==> config.mk <==
export PLATFORM = sky130hd
export DESIGN_NAME = hazard_ctrl
export DESIGN_NICKNAME = d
export VERILOG_FILES = /design/src/rtl/hazard_ctrl_pkg.sv /design/src/rtl/hazard_ctrl_sat_counter.sv /design/src/rtl/hazard_ctrl.sv
export SDC_FILE = /design/constraint.sdc
export NUM_CORES = 1
export LEC_CHECK = 0
export BUFFER_PORTS_ARGS = -buffer_cell sky130_fd_sc_hd__buf_2
export CAP_MARGIN = 15
export CORE_ASPECT_RATIO = 1.75
export CORE_MARGIN = 2
export CORE_UTILIZATION = 50
export CTS_CLUSTER_SIZE = 14
export DETAILED_ROUTE_END_ITERATION = 10
export MAX_ROUTING_LAYER = met4
export PLACE_DENSITY_LB_ADDON = 0.05
export SKIP_LAST_GASP = 1
export SYNTH_ARGS = -nofsm -noshare
export SYNTH_HDL_FRONTEND = slang
export SYNTH_HIERARCHICAL = 1
export SYNTH_SLANG_ARGS = --single-unit
==> constraint.sdc <==
create_clock -name clock -period 7.1 [get_ports clock]
set_input_delay 0 -clock clock [delete_from_list [all_inputs] [get_ports clock]]
set_output_delay 0 -clock clock [all_outputs]
set_load 0.02 [all_outputs]
==> src/rtl/hazard_ctrl_pkg.sv <==
// Shared pipeline definitions: hazard FSM state encoding, control bundle
// layout and the load-use detection helper.
package hazard_ctrl_pkg;

   localparam int unsigned CNT_W = 32;

   typedef enum logic [1:0] {
      HZ_INIT = 2'd0,
      HZ_RUN  = 2'd1,
      HZ_HALT = 2'd2
   } hz_state_t;

   // Control bundle driven onto the PC / IF_ID / ID_EX registers
   typedef struct packed {
      logic pc_wren;
      logic if_id_wren;
      logic if_id_flush;
      logic id_ex_flush;
   } hz_ctrl_t;

   localparam hz_ctrl_t CTRL_FLUSH_ALL = '{pc_wren: 1'b1, if_id_wren: 1'b1, if_id_flush: 1'b1, id_ex_flush: 1'b1};
   localparam hz_ctrl_t CTRL_NORMAL    = '{pc_wren: 1'b1, if_id_wren: 1'b1, if_id_flush: 1'b0, id_ex_flush: 1'b0};
   localparam hz_ctrl_t CTRL_STALL     = '{pc_wren: 1'b0, if_id_wren: 1'b0, if_id_flush: 1'b0, id_ex_flush: 1'b1};
   localparam hz_ctrl_t CTRL_HALT_IN   = '{pc_wren: 1'b1, if_id_wren: 1'b1, if_id_flush: 1'b0, id_ex_flush: 1'b1};
   localparam hz_ctrl_t CTRL_JUMP      = '{pc_wren: 1'b1, if_id_wren: 1'b1, if_id_flush: 1'b1, id_ex_flush: 1'b0};

   // A load in EX whose destination (non-zero) is read by the ID instruction
   function automatic logic load_use_hit(
      input logic       ex_load,
      input logic [4:0] ex_rt,
      input logic       uses_rs,
      input logic [4:0] id_rs,
      input logic       uses_rt,
      input logic [4:0] id_rt
   );
      return ex_load && (ex_rt != 5'd0) &&
             ((uses_rs && (id_rs == ex_rt)) || (uses_rt && (id_rt == ex_rt)));
   endfunction

endpackage

==> src/rtl/hazard_ctrl_sat_counter.sv <==
// 32-bit saturating event counter with synchronous clear (clear beats inc).
module sat_counter32
   import hazard_ctrl_pkg::*;
(
   input  logic             clock,
   input  logic             reset,
   input  logic             clear,
   input  logic             inc,
   output logic [CNT_W-1:0] count
);

   logic [CNT_W-1:0] count_q;

   // Count events, holding at all-ones instead of wrapping
   always_ff @(posedge clock or posedge reset) begin
      if (reset) begin
         count_q <= '0;
      end else if (clear) begin
         count_q <= '0;
      end else if (inc && (count_q != '1)) begin
         count_q <= count_q + 1'b1;
      end
   end

   assign count = count_q;

endmodule

==> src/rtl/hazard_ctrl.sv <==
// Pipeline hazard controller: load-use stalls, branch/jump flushes,
// post-reset bubbling, halt parking, and stall/flush performance counters.
module hazard_ctrl
   import hazard_ctrl_pkg::*;
#(
   parameter int unsigned RESET_FLUSH_CYCLES = 2
) (
   input  logic        clock,
   input  logic        reset,
   input  logic [4:0]  ID_RS,
   input  logic [4:0]  ID_RT,
   input  logic        ID_UsesRS,
   input  logic        ID_UsesRT,
   input  logic        ID_Jump,
   input  logic        ID_Halt,
   input  logic        EX_MEM_RDEN,
   input  logic [4:0]  EX_RT,
   input  logic        EX_BranchTaken,
   input  logic        resume,
   input  logic        count_clear,
   output logic        PC_WREN,
   output logic        IF_ID_WREN,
   output logic        IF_ID_flush,
   output logic        ID_EX_flush,
   output logic        halted,
   output logic [31:0] stall_count,
   output logic [31:0] flush_count
);

   hz_state_t  state;
   logic [3:0] init_cnt;
   hz_ctrl_t   ctrl;
   logic       load_use;
   logic       stall_inc;
   logic       flush_inc;
   logic       halt_req;

   assign load_use = load_use_hit(EX_MEM_RDEN, EX_RT, ID_UsesRS, ID_RS, ID_UsesRT, ID_RT);

   // Control outputs are combinational so a load-use bubble lands on this edge
   always_comb begin
      ctrl      = CTRL_NORMAL;
      stall_inc = 1'b0;
      flush_inc = 1'b0;
      halt_req  = 1'b0;
      unique case (state)
         HZ_INIT: ctrl = CTRL_FLUSH_ALL;
         HZ_RUN: begin
            if (EX_BranchTaken) begin
               ctrl      = CTRL_FLUSH_ALL;
               flush_inc = 1'b1;
            end else if (load_use) begin
               ctrl      = CTRL_STALL;
               stall_inc = 1'b1;
            end else if (ID_Halt) begin
               ctrl      = CTRL_HALT_IN;
               halt_req  = 1'b1;
            end else if (ID_Jump) begin
               ctrl      = CTRL_JUMP;
               flush_inc = 1'b1;
            end
         end
         HZ_HALT: ctrl = CTRL_STALL;
         default: ctrl = CTRL_FLUSH_ALL;
      endcase
   end

   // State and post-reset bubble counter
   always_ff @(posedge clock or posedge reset) begin
      if (reset) begin
         state    <= HZ_INIT;
         init_cnt <= 4'(RESET_FLUSH_CYCLES);
      end else begin
         unique case (state)
            HZ_INIT: begin
               init_cnt <= init_cnt - 4'd1;
               if (init_cnt == 4'd1) state <= HZ_RUN;
            end
            HZ_RUN:  if (halt_req) state <= HZ_HALT;
            HZ_HALT: if (resume)   state <= HZ_RUN;
            default: state <= HZ_INIT;
         endcase
      end
   end

   assign PC_WREN     = ctrl.pc_wren;
   assign IF_ID_WREN  = ctrl.if_id_wren;
   assign IF_ID_flush = ctrl.if_id_flush;
   assign ID_EX_flush = ctrl.id_ex_flush;
   assign halted      = (state == HZ_HALT);

   sat_counter32 u_stall_cnt (
      .clock (clock),
      .reset (reset),
      .clear (count_clear),
      .inc   (stall_inc),
      .count (stall_count)
   );

   sat_counter32 u_flush_cnt (
      .clock (clock),
      .reset (reset),
      .clear (count_clear),
      .inc   (flush_inc),
      .count (flush_count)
   );

endmodule

==> results.txt, run 1 <==
Antenna Cells: 0
Fraction of layout cells with a size suffix above 1: 23.5%
Die H: 123 um
DR vias/cell: 6.20
Post-synth top flop: dfrtp_1
Core area: 7910 sq um
Die Area: 8910 sq um
Port Buf Inserts: 93
#FFs+latches synth: 70
Initial antenna violation count: 0
Setup_tns: 0 ns
Slew Viols, Final: 0
Worst Path Class, Setup: reg2reg
Final Hold Viols: 0
Area Overhead vs Synth: 22.2%
Largest area contributor in the netlist: dfrtp_1
Met2 Usage GRT: 43.3%
Number of global-route vias before repair: 3,709
Critical Path Start Type: flop
Avg WL per Cell: 16.3 um
Iteration-0 DRC Markers: 252
Fmax: 300 MHz
Period utilization: 47.0%
Arr. time, crit path: 3.60 ns
Clock Skews: 0.00769 ns
Async set-reset flop share out of synthesis: 100%
Number of buffers created by CTS: 9
Min-delay src: count_clear
Post-Syn Nets: 474
CP Capture Type: flop
Final core utilization: 62.9%
Clock sinks: 70
Top Ports: 94
Routed vias: 3,934
Mapped Area: 4070 sq um
Status: completed
Synth cell count leaders: dfrtp_1, a21oi_1, o31ai_1
Drc violations: 0
Largest net degree at the start of global routing: 43
Crit path cell chain: inv_1 > ha_1 > inv_1 > nor4_1 > nand4_1 > nor3_1 > o311ai_1 > buf_4 > or4_1 > a21oi_1
HP Class: in2reg
Unrepaired setup endpoints after global routing: false
Die X: 72.2 um
Initial Utilization: 51.5%
Worst Hold End: u_stall_cnt/count[8]
Worst Path Required: 7.36 ns
GPL Wtd Cong: 0.848
Remaining global-route overflow: 0
Site Rows: 43
Tot Pwr: 1.17 mW
GRT Util Overall: 25.4%
Leakage: 2.18 nW
First-pass GRT wire length: 17,200 um
Top-area cell type share of the netlist area: 42.4%
Slew @ Worst Pin: 0.822 ns
Clk_lat worst skew: 0.34 ns
Detailed-route wire length: 10,300 um
Maximum vdd drop: 166 uV
Worst path most repeated cell: inv_1
Longest Clk Path Bufs: 2
Worst-path clk slew: 0.06 ns
Syn Inst Count: 441
RR Endpoint: u_stall_cnt/count[27]
Area contributors post-synth: dfrtp_1, a21oi_1, o31ai_1, or4_1, or3_1
EDFF count, synth: 0
Met3 Use GR: 4.97%
CTS tree: done
CP max FO: 15
Max cap viols: 0
Critical path's slowest cell: nor4_1
Dpl hpwl: 7490 um
Hold Path Stages: 2
Post-synthesis sequential area ratio: 43.1%
Worst reg2reg path startpoint: state[1]
Global-route met1 utilization: 28.2%
# H-tree levels: 3
Worst r2r path cells: 10
Clock Root Buffer: clkbuf_16
Yosys warns: 6
Top-count cell post-synth: dfrtp_1
DRT antenna net count: 0
GRT busiest layer: met2
Final net count: 573
Avg Synthesized Cell Area: 9.23 sq um
Pre-antenna DRT Iters: 4
R2r setup slk: 3.76 ns
Final setup viols: 0
Pwr/cell area: 235 nW/um^2
Fin crit period: 3.34 ns
Cell variety after synth: 47
Max stage delay on crit path: 0.68 ns
Slew HR: 44.6%
Worst hold slack: 0.0836 ns
[final cells by class]
type                            count  area (sq um)
Inverter                           25          93.8
Clock buffer                       10           229
Fill cell                         696          2930
Tap cell                           90           113
Clock inverter                      6           110
Timing Repair Buffer              101           523
Multi-Input combinational cell    333          2150
Sequential cell                    70          1750
[worst max-delay path by stage]
stage                            endpoint  cells after the start      from  slack [ns]
floorplan           u_stall_cnt/count[19]                     10  state[1]        4.29
CTS                 u_stall_cnt/count[27]                     10  state[1]        3.74
global placement    u_stall_cnt/count[27]                     10  state[1]        3.94
finish              u_stall_cnt/count[27]                     10  state[1]        3.76
global route        u_stall_cnt/count[27]                     10  state[1]        3.47
detailed placement  u_stall_cnt/count[27]                     10  state[1]        3.73
[cells by family after synthesis]
group / after synthesis / share of synthesized area (%)
compound gates: 137 / 21.1
xor+xnor: 19 / 4.09
fa+ha+maj: 8 / 2.46
buf+inv: 38 / 4.03
flops: 70 / 43.1
mux: 2 / 0.492
simple gates: 167 / 24.7
[routing by layer]
metal / up-vias / share of wire [%] / wire length [um]
li1: 1903 / - / -
met1: 1911 / 39 / 4000
met2: 99 / 54 / 5630
met3: 21 / 4.0 / 418
met4: 0 / 2.9 / 299
met5: - / 0 / 0
[registers in the layout (all words and copies together) (netlist names)]
signal and count:
state 2, u_flush_cnt/count 32, u_stall_cnt/count 32, init_cnt 4
[placed cells by master, fill, tap and decap left out, drive strengths merged, types with 6 or more instances in the layout]
master / instances
nor4: 10
or4: 32
and3: 6
buf: 100
nand4: 14
and4: 8
o21ai: 26
nand3: 20
clkbuf: 10
o31ai: 32
inv: 25
xor2: 12
a21oi: 58
or3: 27
nor2: 17
xnor2: 7
nand2: 26
ha: 8
dfrtp: 69
[worst max-delay path: cells and delay by family (launching register included)]
kind            cells  cell delay [ns]
compound gates      2             0.30
flops               1             0.40
simple gates        4             1.87
buf+inv             3             0.42
fa+ha+maj           1             0.27
[where the power goes]
| group | switching [mW] | internal (mW) | total, mW | leakage (nW) |
|---|---|---|---|---|
| Sequential | 0.0208 | 0.424 | 0.444 | 0.965 |
| Clock | 0.174 | 0.342 | 0.516 | 0.159 |
| Combinational | 0.129 | 0.0773 | 0.206 | 1.06 |
| Total | 0.324 | 0.843 | 1.17 | 2.18 |
[through the flow]
stage / area (sq um) / instances / setup WS (ns)
finish: 4980 / 635 / 3.76
global route: 4980 / 635 / 3.47
CTS: 4970 / 633 / 3.74
detailed placement: 4620 / 616 / 3.73
global placement: 4620 / 616 / 3.94
floorplan: 4070 / 441 / 4.29
[timing repair]
item | 4_1_cts | 5_1_grt
endpoints found under the hold margin | 70 | 0
gates resized for setup | 0 | 0
setup buffers | 0 | 0
hold buffers | 1 | 0
Note: power is estimated with default switching activity, not from simulation.
==> inputs of run 2 (changes only) <==
CORE_UTILIZATION = 49   (was 50)
clock period = 2.9 ns   (was 7.1 ns; I/O delays follow)
==> run 2 against run 1 <==
Against the previous run: routed wire length up 5.0%; critical endpoint unchanged; die area up 1.9%; highest routed layer unchanged; total power up 140%; maximum frequency up 24%; register-to-register slack worse by 3.6 ns; worst hold slack better by 0.022 ns; largest cell class unchanged; largest power group unchanged.
==> results.txt, run 2 (synthesized netlist as in run 1, its figures left out) <==
Worst r2r path cells: 10 (unchanged)
Footprint of the multi-input gates: 2190 sq um (was 2150 sq um)
DR vias/cell: 6.17 (was 6.20)
R2r setup slk: 0.21 ns (was 3.76 ns)
Port Buf Inserts: 93 (unchanged)
Fin worst setup slack: 0.208 ns (was 3.76 ns)
Slew Viols, Final: 0 (unchanged)
# H-tree levels: 3 (unchanged)
CP Capture Type: flop (unchanged)
Slew @ Worst Pin: 0.995 ns (was 0.822 ns)
Dpl hpwl: 7650 um (was 7490 um)
Clk_lat worst skew: 0.33 ns (was 0.34 ns)
Largest net degree at the start of global routing: 53 (was 43)
Status: completed (unchanged)
Drc violations: 0 (unchanged)
Area post-placement: 4710 sq um (was 4620 sq um)
Number of global-route vias before repair: 3,996 (was 3,709)
Pint: 2.02 mW (was 843 uW)
Worst reg2reg path startpoint: state[1] (unchanged)
Top Ports: 94 (unchanged)
Unrepaired setup endpoints after global routing: false (unchanged)
Worst Path Required: 3.15 ns (was 7.36 ns)
Clock Root Buffer: clkbuf_16 (unchanged)
Detailed-route wire length: 10,900 um (was 10,300 um)
CP max FO: 15 (unchanged)
Die H: 125 um (was 123 um)
Number of buffers created by CTS: 9 (unchanged)
Pre-antenna DRT Iters: 4 (unchanged)
Pre-CTS WS: -0.000397 ns (was 3.73 ns)
DRT antenna net count: 0 (unchanged)
Maximum vdd drop: 334 uV (was 166 uV)
Core area: 8200 sq um (was 7910 sq um)
Iteration-0 DRC Markers: 190 (was 252)
Clock Skews: 0.00401 ns (was 0.00769 ns)
Leakage: 2.24 nW (was 2.18 nW)
Clock power frac: 42.1% (was 44.2%)
Initial antenna violation count: 0 (unchanged)
Max cap viols: 0 (unchanged)
Max stage delay on crit path: 0.52 ns (was 0.68 ns)
Worst Hold End: state[1] (was u_stall_cnt/count[8])
Fin crit period: 2.69 ns (was 3.34 ns)
Critical path's slowest cell: or4_1 (was nor4_1)
Routed vias: 4,003 (was 3,934)
Tot Pwr: 2.81 mW (was 1.17 mW)
Final net count: 585 (was 573)
Die X: 72.9 um (was 72.2 um)
RR Endpoint: u_stall_cnt/count[27] (unchanged)
CTS tree: done (unchanged)
Slew HR: 33.7% (was 44.6%)
Fraction of layout cells with a size suffix above 1: 26.0% (was 23.5%)
Initial Utilization: 49.6% (was 51.5%)
Crit path cell chain: inv_1 > ha_2 > inv_1 > nor4_2 > nand4_1 > nor3_2 > o311ai_1 > buf_4 > or4_1 > a21oi_1 (was inv_1 > ha_1 > inv_1 > nor4_1 > nand4_1 > nor3_1 > o311ai_1 > buf_4 > or4_1 > a21oi_1)
Gate power share: 19.2% (was 17.7%)
Final setup viols: 0 (unchanged)
Clock sinks: 70 (unchanged)
Critical Path Start Type: flop (unchanged)
FILL cells: 732 (was 696)
Min-delay src: EX_MEM_RDEN (was count_clear)
Hold Path Stages: 4 (was 2)
Site Rows: 44 (was 43)
Avg WL per Cell: 16.7 um (was 16.3 um)
Antenna Cells: 0 (unchanged)
Worst path most repeated cell: inv_1 (unchanged)
Worst Path Class, Setup: reg2reg (unchanged)
Flop pwr share: 38.7% (was 38.1%)
Most common cell after layout, fill and taps aside: buf_2 (unchanged)
Reg area: 1750 sq um (unchanged)
GPL Wtd Cong: 0.840 (was 0.848)
Worst-path clk slew: 0.06 ns (about the same)
Die Area: 9080 sq um (was 8910 sq um)
Pwr/cell area: 554 nW/um^2 (was 235 nW/um^2)
Commonest non-fill, non-tap cells in the layout: buf_2, dfrtp_1, a21oi_1, o31ai_1, or4_1 (unchanged)
First-pass GRT wire length: 18,100 um (was 17,200 um)
Worst hold slack: 0.106 ns (was 0.0836 ns)
Final Hold Viols: 0 (unchanged)
Longest Clk Path Bufs: 2 (unchanged)
Buffer count from post-CTS setup fixing: 0 (unchanged)
Fin area: 5080 sq um (was 4980 sq um)
Fmax: 372 MHz (was 300 MHz)
Psw: 795 uW (was 324 uW)
Period utilization: 92.8% (was 47.0%)
Area Overhead vs Synth: 24.7% (was 22.2%)
Switching Share: 28.3% (was 27.7%)
Remaining global-route overflow: 0 (unchanged)
GRT Util Overall: 25.8% (was 25.4%)
Arr. time, crit path: 2.94 ns (was 3.60 ns)
HP Class: in2reg (unchanged)
run 2: cell types whose count changed in the layout (fill, tap and decap cells not counted), sizes merged:
| cell | change |
|---|---|
| clkbuf | +4 |
| clkinv | +1 |
| clkinvlp | -2 |
| buf | +10 |
| bufinv | -1 |
run 2: layout make-up:
type | count | share of cell area (%)
Clock buffer | 12 | 4.85
Inverter | 25 | 1.85
Sequential cell | 70 | 34.5
Clock inverter | 4 | 1.38
Multi-Input combinational cell | 333 | 43.1
Timing Repair Buffer | 113 | 12.1
Tap cell | 92 | 2.27
run 2: layer usage:
layer	vias to the layer above	routed length [um]	GRT usage (%)
met4	0	269	12.3
met2	93	5950	44.2
met3	20	432	5.34
met1	1966	4210	27.7
li1	1924	-	-
met5	-	0	-
run 2: power by group through the flow:
stage | combinational, mW | sequential (mW) | clock (mW)
after floorplan | 0.357 | 1.10 | 0
after global placement | 0.512 | 1.10 | 0
after detailed placement | 0.531 | 1.10 | 0
after CTS | 0.537 | 1.09 | 1.21
after global routing | 0.604 | 1.10 | 1.25
final | 0.541 | 1.09 | 1.18
run 2: stage by stage:
step,TNS (ns),utilization [%],instances
finish,0,61.9,649
global route,0,61.9,649
CTS,0,61.5,647
detailed placement,-0.000397,57.4,630
global placement,0,57.4,630
floorplan,0,-,441
run 2: worst max-delay path by stage:
| stage | cells after the start | from | end | slack (ns) |
|---|---|---|---|---|
| after detailed placement | 12 | EX_RT[3] | u_flush_cnt/count[14] | -0.0004 |
| after CTS | 10 | state[1] | u_stall_cnt/count[27] | 0.07 |
| after floorplan | 10 | state[1] | u_stall_cnt/count[19] | 0.09 |
| after global routing | 10 | state[1] | u_stall_cnt/count[27] | 0.03 |
| after global placement | 11 | EX_RT[3] | u_flush_cnt/count[27] | 0.08 |
| final | 10 | state[1] | u_stall_cnt/count[27] | 0.21 |
run 2: worst max-delay path: cells and delay by family, from the launching register on:
family / cells / cell delay [ns]
AND/OR/NAND/NOR: 4 / 1.25
flip-flops: 1 / 0.40
buffers and inverters: 3 / 0.42
adder cells (fa/ha/maj): 1 / 0.24
AO/OA/AOI/OAI: 2 / 0.29
run 2: timing repair:
item / CTS / global route
pin swaps: 0 / 1
endpoints found under the hold margin: 70 / 0
setup endpoints to repair: 1 / 21
hold buffers: 1 / 0
resized for setup: 1 / 5
==> inputs of run 3 (changes only) <==
ABC_AREA = 1   (was default)
CORE_UTILIZATION = 50   (was 49)
==> run 3 against run 2 <==
Against the previous run: count of clock-buffer cells in the layout down 3; utilization down 1.8 points; sequential share of layout area shrank 6.0 points; via count grew 40%; final cell count up 64%; routed wire length is 37% higher; setup slack better by 0.54 ns; largest power group unchanged.
==> results.txt, run 3 <==
Status: completed (unchanged)
Buffer count from post-CTS setup fixing: 0 (unchanged)
Top Ports: 94 (unchanged)
Worst Path Class, Setup: reg2reg (unchanged)
Antenna Cells: 0 (unchanged)
Post-synth top flop: dfrtp_1 (unchanged)
Slew HR: 62.0% (was 33.7%)
Worst path most repeated cell: nand2_4 (was inv_1)
Clk_lat worst skew: 0.34 ns (was 0.33 ns)
Area contributors post-synth: dfrtp_1, nand2_1, nor2_1, inv_1, nand3_1 (was dfrtp_1, a21oi_1, o31ai_1, or4_1, or3_1)
Yosys warns: 6 (unchanged)
Fmax: 464 MHz (was 372 MHz)
Tot Pwr: 2.95 mW (was 2.81 mW)
Routed vias: 5,618 (was 4,003)
Pwr/cell area: 480 nW/um^2 (was 554 nW/um^2)
CP delay by family, top: simple AND/OR/NAND/NOR gates (unchanged)
Initial Utilization: 51.2% (was 49.6%)
#FFs+latches synth: 70 (unchanged)
Slew @ Worst Pin: 0.568 ns (was 0.995 ns)
Worst Path Required: 3.18 ns (was 3.15 ns)
Hold Path Stages: 5 (was 4)
Core area: 10,200 sq um (was 8200 sq um)
Die X: 81.4 um (was 72.9 um)
Setup_tns: 0 ns (unchanged)
Leakage: 3.25 nW (was 2.24 nW)
Most common cell after layout, fill and taps aside: nand2_1 (was buf_2)
Async set-reset flop share out of synthesis: 100% (unchanged)
Critical path buffer and inverter count: 1 (was 3)
Drc violations: 0 (unchanged)
CP Capture Type: flop (unchanged)
Initial antenna violation count: 0 (unchanged)
DRT antenna net count: 0 (unchanged)
Remaining global-route overflow: 0 (unchanged)
Syn Inst Count: 840 (was 441)
Worst r2r path cells: 11 (was 10)
Area Overhead vs Synth: 17.3% (was 24.7%)
Max stage delay on crit path: 0.39 ns (was 0.52 ns)
Clock Skews: 0.00505 ns (was 0.00401 ns)
FILL cells: 1,003 (was 732)
# H-tree levels: 3 (unchanged)
Maximum vdd drop: 371 uV (was 334 uV)
R2r setup slk: 0.75 ns (was 0.21 ns)
Final setup viols: 0 (unchanged)
GPL Wtd Cong: 0.909 (was 0.840)
Slew Viols, Final: 0 (unchanged)
Critical path's slowest cell: inv_2 (was or4_1)
Clock sinks: 70 (unchanged)
Die Area: 11,300 sq um (was 9080 sq um)
Worst-path clk slew: 0.06 ns (about the same)
Final Hold Viols: 0 (unchanged)
Commonest non-fill, non-tap cells in the layout: nand2_1, nor2_1, inv_1, buf_2, dfrtp_1 (was buf_2, dfrtp_1, a21oi_1, o31ai_1, or4_1)
Iteration-0 DRC Markers: 318 (was 190)
Worst hold slack: 0.0892 ns (was 0.106 ns)
Post-Place Cells: 1,048 (was 630)
Avg WL per Cell: 14.0 um (was 16.7 um)
Number of global-route vias before repair: 5,191 (was 3,996)
Cell variety after synth: 33 (was 47)
Pre-antenna DRT Iters: 5 (was 4)
CP max FO: 21 (was 15)
Post-Syn Nets: 873 (was 474)
Arr. time, crit path: 2.43 ns (was 2.94 ns)
Port Buf Inserts: 93 (unchanged)
Max cap viols: 0 (unchanged)
Fin crit period: 2.15 ns (was 2.69 ns)
Detailed-route wire length: 14,900 um (was 10,900 um)
First-pass GRT wire length: 24,300 um (was 18,100 um)
Post-CTS sizing: 0 (was 1)
Top-count cell post-synth: nand2_1 (was dfrtp_1)
Longest Clk Path Bufs: 2 (unchanged)
Dpl hpwl: 11,000 um (was 7650 um)
Top-area cell type share of the netlist area: 32.9% (was 42.4%)
Post-synthesis sequential area ratio: 33.4% (was 43.1%)
Number of cells on the critical path: 11 (was 10)
Mapped Area: 5240 sq um (was 4070 sq um)
Fraction of layout cells with a size suffix above 1: 16.7% (was 26.0%)
Synth cell count leaders: nand2_1, nor2_1, inv_1 (was dfrtp_1, a21oi_1, o31ai_1)
Clock Root Buffer: clkbuf_16 (unchanged)
Number of buffers created by CTS: 9 (unchanged)
Site Rows: 49 (was 44)
EDFF count, synth: 0 (unchanged)
GRT Util Overall: 28.0% (was 25.8%)
DR vias/cell: 5.28 (was 6.17)
Final net count: 966 (was 585)
Non-Filler Instances: 1,065 (was 649)
Largest area contributor in the netlist: dfrtp_1 (unchanged)
CTS tree: done (unchanged)
Crit path cell chain: ha_1 > nand2_1 > nor2_2 > nand2_4 > nor2_8 > nand2_4 > nand2_4 > nand2_4 > inv_2 > nand2_1 > nand2_1 (was inv_1 > ha_2 > inv_1 > nor4_2 > nand4_1 > nor3_2 > o311ai_1 > buf_4 > or4_1 > a21oi_1)
Critical Path Start Type: flop (unchanged)
HP Class: in2reg (unchanged)
Period utilization: 74.3% (was 92.8%)
Unrepaired setup endpoints after global routing: false (unchanged)
Die H: 139 um (was 125 um)
Avg Synthesized Cell Area: 6.24 sq um (was 9.23 sq um)
Largest net degree at the start of global routing: 33 (was 53)
[run 3: cell count changes in the layout (fill, tap and decap cells not counted), moves of 30 or more]
cell	delta
inv_1	+73
a21oi_1	-51
nand3_1	+46
nor2_1	+104
o31ai_1	-31
nand2_1	+303
or4_1	-30
[run 3: timing repair]
| action | in CTS | in global routing |
|---|---|---|
| setup endpoints to repair | 0 | 0 |
| hold endpoints to repair | 70 | 0 |
| hold buffers | 1 | 0 |
[run 3: cell families after synthesis]
family / share of synthesized area (%)
XOR/XNOR: 1.84
flip-flops: 33.4
AO/OA/AOI/OAI: 5.49
buffers and inverters: 9.69
AND/OR/NAND/NOR: 47.6
adder cells (fa/ha/maj): 1.91
[run 3: worst paths after layout]
| path | startpoint | end |
|---|---|---|
| worst min register to register | init_cnt[1] | init_cnt[1] |
| max in group asynchronous | reset | u_flush_cnt/count[2] |
| worst min-delay path | ID_Halt | state[1] |
| worst max-delay path | u_flush_cnt/count[0] | u_flush_cnt/count[18] |
| min in group asynchronous | reset | state[0] |
| worst max register to register | u_flush_cnt/count[0] | u_flush_cnt/count[18] |
[run 3: per-stage QoR]
stage / setup WS [ns] / utilization (%) / instance area (sq um)
floorplan: 1.05 / - / 5240
global placement: 0.812 / 56.6 / 5790
detailed placement: 0.773 / 56.6 / 5790
CTS: 0.747 / 60.1 / 6150
global route: 0.553 / 60.1 / 6150
finish: 0.746 / 60.1 / 6150
[run 3: layout make-up]
class                           instances  area (sq um)  area share [%]
Multi-Input combinational cell        648          2980            48.5
Sequential cell                        70          1750            28.5
Timing Repair Buffer                  100           520            8.47
Inverter                              104           390            6.35
Clock buffer                            9           225            3.66
Tap cell                              127           159            2.58
Clock inverter                          7           120            1.95
[run 3: worst min-delay path: stages]
cell      delay (ns)
buf_2           0.12
nand2_1         0.08
a221oi_2        0.08
nand3_1         0.07
nand2_1         0.05
[run 3: per-layer routing]
layer / vias to the layer above / wire (um) / global-route usage, %
li1: 2799 / - / -
met1: 2611 / 5590 / 29.5
met2: 176 / 8150 / 50.2
met3: 32 / 690 / 4.09
met4: 0 / 491 / 11.7
met5: - / 0 / -
[run 3: report_power, final]
part	internal, mW	switching (mW)
clock network	0.843	0.453
logic	0.185	0.402
registers	1.03	0.0362
total	2.06	0.891
